### src/rtl/arbitro_memoria_instrucao.sv
// -----------------------------------------------------------------------------
// arbitro_memoria_instrucao
//
// Arbitrates a single-port instruction memory between a program loader and an
// instruction fetch unit. A four-state FSM (OCIOSO, CARGA, BUSCA, PARADO)
// decides who owns the memory. In CARGA the loader drives the memory port
// directly. In BUSCA words are fetched sequentially from an 8-bit pc into a
// one-entry output register with valid/ready handshake, branch redirect and a
// halt word that stops fetching.
//
// Ports
//   clk, rst_n                 clock, asynchronous active-low reset
//   iniciar                    start fetching from OCIOSO or PARADO
//   carga_req                  loader requests the memory
//   carga_we/_end/_dado        loader write strobe, word index, data
//   carga_ack                  one-cycle pulse after each completed write
//   mem_end/_we/_wdado         memory word index, write enable, write data
//   mem_rdado                  combinational read data for mem_end
//   inst/inst_pc/inst_valid    registered instruction, its index, valid flag
//   inst_ready                 consumer accepts inst on valid && ready
//   desvio/desvio_alvo         branch redirect strobe and target index
//   parado                     high while halted
//   estado                     state code (0 OCIOSO, 1 CARGA, 2 BUSCA, 3 PARADO)
// -----------------------------------------------------------------------------
module arbitro_memoria_instrucao #(
    parameter logic [7:0]  PC_RESET    = 8'd0,
    parameter logic [31:0] CODIGO_HALT = 32'h0000_0000
) (
    input  logic        clk,
    input  logic        rst_n,
    input  logic        iniciar,
    input  logic        carga_req,
    input  logic        carga_we,
    input  logic [7:0]  carga_end,
    input  logic [31:0] carga_dado,
    output logic        carga_ack,
    output logic [7:0]  mem_end,
    output logic        mem_we,
    output logic [31:0] mem_wdado,
    input  logic [31:0] mem_rdado,
    output logic [31:0] inst,
    output logic [7:0]  inst_pc,
    output logic        inst_valid,
    input  logic        inst_ready,
    input  logic        desvio,
    input  logic [7:0]  desvio_alvo,
    output logic        parado,
    output logic [1:0]  estado
);

    typedef enum logic [1:0] {
        OCIOSO = 2'd0,
        CARGA  = 2'd1,
        BUSCA  = 2'd2,
        PARADO = 2'd3
    } estado_t;

    estado_t     estado_q, estado_d;
    logic [7:0]  pc_q, pc_d;
    logic [31:0] inst_q, inst_d;
    logic [7:0]  inst_pc_q, inst_pc_d;
    logic        inst_valid_q, inst_valid_d;
    logic        carga_ack_q, carga_ack_d;
    logic        parado_q, parado_d;

    logic        em_carga;
    logic        pode_buscar;

    // Memory port: the loader owns it combinationally in CARGA; otherwise it
    // only ever reads at pc. Depends on state and loader inputs only, so no
    // path exists from inst_ready or desvio to any output.
    always_comb begin
        em_carga  = (estado_q == CARGA);
        mem_end   = em_carga ? carga_end : pc_q;
        mem_we    = em_carga & carga_we;
        mem_wdado = em_carga ? carga_dado : 32'h0000_0000;
    end

    always_comb begin
        estado_d     = estado_q;
        pc_d         = pc_q;
        inst_d       = inst_q;
        inst_pc_d    = inst_pc_q;
        inst_valid_d = 1'b0;
        // A write accepted this cycle is acknowledged in the next one.
        carga_ack_d  = mem_we;
        // The output register is free when empty or being consumed now.
        pode_buscar  = !inst_valid_q || inst_ready;

        unique case (estado_q)
            OCIOSO, PARADO: begin
                if (carga_req) begin
                    estado_d = CARGA;
                end else if (iniciar) begin
                    estado_d = BUSCA;
                    pc_d     = PC_RESET;
                end
            end
            CARGA: begin
                if (!carga_req) begin
                    estado_d = OCIOSO;
                end
            end
            BUSCA: begin
                // Priority: loader takeover, then branch, then backpressure,
                // then halt detection, then a normal fetch.
                if (carga_req) begin
                    estado_d = CARGA;
                    pc_d     = PC_RESET;
                end else if (desvio) begin
                    pc_d = desvio_alvo;
                end else if (!pode_buscar) begin
                    inst_valid_d = inst_valid_q;
                end else if (mem_rdado == CODIGO_HALT) begin
                    estado_d = PARADO;
                end else begin
                    inst_d       = mem_rdado;
                    inst_pc_d    = pc_q;
                    inst_valid_d = 1'b1;
                    pc_d         = pc_q + 8'd1;
                end
            end
            default: begin
                estado_d = OCIOSO;
            end
        endcase

        parado_d = (estado_d == PARADO);
    end

    always_ff @(posedge clk or negedge rst_n) begin
        if (!rst_n) begin
            estado_q     <= OCIOSO;
            pc_q         <= PC_RESET;
            inst_q       <= 32'h0000_0000;
            inst_pc_q    <= 8'd0;
            inst_valid_q <= 1'b0;
            carga_ack_q  <= 1'b0;
            parado_q     <= 1'b0;
        end else begin
            estado_q     <= estado_d;
            pc_q         <= pc_d;
            inst_q       <= inst_d;
            inst_pc_q    <= inst_pc_d;
            inst_valid_q <= inst_valid_d;
            carga_ack_q  <= carga_ack_d;
            parado_q     <= parado_d;
        end
    end

    assign carga_ack  = carga_ack_q;
    assign inst       = inst_q;
    assign inst_pc    = inst_pc_q;
    assign inst_valid = inst_valid_q;
    assign parado     = parado_q;
    assign estado     = estado_q;

endmodule

### config.mk
export PLATFORM = sky130hd
export DESIGN_NAME = arbitro_memoria_instrucao
export DESIGN_NICKNAME = d
export VERILOG_FILES = /design/src/rtl/arbitro_memoria_instrucao.sv
export SDC_FILE = /design/constraint.sdc
export NUM_CORES = 1
export LEC_CHECK = 0
export ABC_CLOCK_PERIOD_IN_PS = 2150
export CORE_UTILIZATION = 34
export CTS_CLUSTER_SIZE = 8
export DETAILED_ROUTE_END_ITERATION = 8
export GPL_TIMING_DRIVEN = 0
export PLACE_DENSITY = 0.75
export SLEW_MARGIN = 20
export SYNTH_ARGS = -nofsm -noshare
export SYNTH_HDL_FRONTEND = slang
export SYNTH_SLANG_ARGS = --single-unit
### constraint.sdc
create_clock -name clk -period 2.15 [get_ports clk]
set_input_delay 0.43 -clock clk [delete_from_list [all_inputs] [get_ports clk]]
set_output_delay 0.43 -clock clk [all_outputs]
set_load 0.02 [all_outputs]
==> metrics.md <==
| Metric | Value |
|---|---|
| Final worst path period share | `98.89%` |
| Status | `completed` |
| Slew at the pin closest to its max-slew limit | `0.6473 ns` |
| Core area | `8258 um2` |
| Slowest cell on crit path | `or4_4` |
| Final wirelength | `8653 um` |
| Die extent in x | `94.44 um` |
| CTS clk-pin slew, worst paths | `0.09 ns` |
| Final Hold Viols | `0` |
| CTS Root Cell | `clkbuf_8` |
| Clk Latency, worst-skew pair | `0.30 ns` |
| Worst Path Max Fanout | `8` |
| CTS Sinks | `53` |
| Final Non-Filler Cells | `537` |
| GRT Overall Usage | `19.26%` |
| Asr flop ratio synth | `100.0%` |
| Commonest non-fill, non-tap cell in the layout | `clkdlybuf4s50_1` |
| Setup Crit Path Kind | `primary input to register` |
| Initial core utilization | `35.18%` |
| 1st-iter DRT viols | `56` |
| Max incr delay on CP | `0.51 ns` |
| Critical Path End Type | `register` |
| Cell count after synthesis | `241` |
| Row count | `33` |
| Distinct cells, synth | `34` |
| Antenna cell count | `0` |
| Post-layout util | `60.67%` |
| Number of global-route vias before repair | `2732` |
| Clock Path Buffers | `2` |
| Hold buffers post-CTS | `0` |
| CP Launch Type | `primary input` |
| Die height | `94.44 um` |
| Ys Warns | `0` |
| Placed insts | `517` |
| Via-to-Cell Ratio | `4.953` |
| DRC violations left | `0` |
| Antenna violations before repair | `0` |
| Synthesized net count | `331` |
| Max-cap check violation count | `0` |
| Clock Skew | `0.008012 ns` |
| Syn Std Cell Area | `2905 um2` |
| Register area | `1328 um2` |
| DRT antenna net count | `0` |
| Port Buffer Count | `171` |
| Worst Path Required | `2.34 ns` |
| WP data arrival | `2.32 ns` |
| Synth Register Bits | `53` |
| Htree depth | `2` |
| Area of the die | `8919 um2` |
| Maximum clock rate | `470.4 MHz` |
| Final setup vio count | `0` |
| Crit Reg-Reg Endpoint | `inst[16]$_DFFE_PN0P_` |
| RSZ-0062 raised after global routing | `true` |
| Max-slew headroom | `55.73%` |
| Worst r2r src | `estado[0]$_DFF_PN0_` |
| Clock buffer count from CTS | `5` |
| Cell family with most CP delay | `simple AND/OR/NAND/NOR gates` |
| Sum of buffers and inverters on the critical path | `2` |
| Final hold slack | `0.1437 ns` |
| Power Density | `1234 nW/um2` |
| Via count | `2660` |
| Layout cells sized above 1 | `33.10%` |
| First drt pass iteration count | `4` |
| Worst setup startpoint | `mem_rdado[24]` |
| Cell depth of the worst setup path | `7` |
| Min Tclk post-route | `2.126 ns` |
| Largest net degree at the start of global routing | `54` |
| Pwr Total | `6.183 mW` |
| Multi-input gate area | `1554 um2` |
| Filler instances | `686` |
| Slew Limit Fails | `0` |
| Worst min path class | `primary input to asynchronous set/reset pin` |
| Seq/Total Area, Yosys | `45.65%` |
| Top-Level Pins | `173` |
| DP HPWL | `6538 um` |
| # nets final | `522` |
| GP Congestion | `0.8648` |
| Area grow syn2layout | `72.44%` |
| Number of synthesized flops with an enable pin | `0` |
| Synth Flop Type | `dfrtp_1` |
| TritonCTS clock tree | `done` |
| Avg WL per Cell | `16.11 um` |
| Leakage | `2.223 nW` |
| Gr ovfl total | `0` |
| Commonest non-fill, non-tap cells in the layout | `96 x clkdlybuf4s50_1, 52 x dfrtp_1, 40 x mux2_4` |
| Mapped Avg Cell Area | `12.06 um2` |
| Critical-path cell list | `dlygate4sd2_1 > nor4_2 > nand2_1 > or4_4 > and2_4 > clkbuf_16 > mux2_4` |
| First-pass GRT wire length | `13300 um` |
| R2r setup slk | `0.05 ns` |
| Max VDD drop | `0.0003934 V` |
| R2r worst-path depth | `7` |
==> synth_stat cells (6+ instances only) <==
cell,number,area (um2)
and2_1,33,206.5
mux2_4,40,600.6
dfrtp_1,53,1326
mux2_2,8,90.09
nand2_1,21,78.83
o311ai_0,10,87.58
nor4_1,9,56.30
nand3_1,6,30.03
clkbuf_1,9,33.78
inv_1,6,22.52
==> logic make-up (layout without fill, tap and decap cells) <==
| family | count (synthesis) | count (layout) | synth area share (%) |
|---|---|---|---|
| buffers and inverters | 21 | 211 | 5.211 |
| and+or+nand+nor | 93 | 93 | 17.87 |
| muxes | 48 | 48 | 23.77 |
| adders and majority gates | 3 | 3 | 1.292 |
| DFF | 53 | 53 | 45.65 |
| AOI/OAI and AO/OA | 23 | 24 | 6.201 |
==> metrics by stage <==
stage | setup TNS, ns | setup slack, ns | area, um2
2_1_floorplan | 0 | 0.007724 | 2925
3_3_place_gp | -97.80 | -1.197 | 4768
3_5_place_dp | -48.57 | -0.7261 | 4766
4_1_cts | -0.4363 | -0.05108 | 4890
5_1_grt | -0.1726 | -0.01863 | 5010
6_report | 0 | 0.02394 | 5010
==> where the power goes <==
group	internal [mW]	total, mW	switching (mW)
Sequential	1.44	1.75	0.312
Combinational	2.08	3.87	1.78
Clock	0.255	0.569	0.314
Total	3.77	6.18	2.41
==> state kept, by name, indices dropped and copies added, names as in the netlist <==
signal	cells
inst	32
inst_pc	8
pc_q	8
estado	2
carga_ack	1
inst_valid	1
parado	1
==> layout make-up <==
type	count	share of cell area, %
Sequential cell	53	26.50
Tap cell	105	2.622
Clock buffer	6	1.648
Multi-Input combinational cell	168	31.02
Inverter	6	0.4496
Timing Repair Buffer	187	34.79
Buffer	11	2.822
Clock inverter	1	0.1499
==> routing by layer <==
metal,share of wire [%],vias to the layer above,track usage (%)
met5,0,-,0
met4,1.3,0,5.769
met3,9.7,8,5.475
met2,51,141,35.21
met1,38,1265,21.51
li1,-,1246,-
==> worst max-delay path by stage <==
stage | endpoint | slack [ns]
final | inst[16]$_DFFE_PN0P_ | 0.02
after global routing | inst[12]$_DFFE_PN0P_ | -0.02
after detailed placement | inst[5]$_DFFE_PN0P_ | -0.73
after floorplan | inst[0]$_DFFE_PN0P_ | 0.008
after global placement | estado[0]$_DFF_PN0_ | -1.20
after CTS | pc_q[6]$_DFFE_PN0P_ | -0.05
==> what timing repair did <==
| item | 4_1_cts | 5_1_grt |
|---|---|---|
| gates cloned | 1 | 5 |
| setup buffers | 5 | 6 |
| pin swaps | 13 | 17 |
| setup endpoints to repair | 91 | 81 |
| resized for setup | 129 | 85 |
Power figures use the tool's default switching activity.
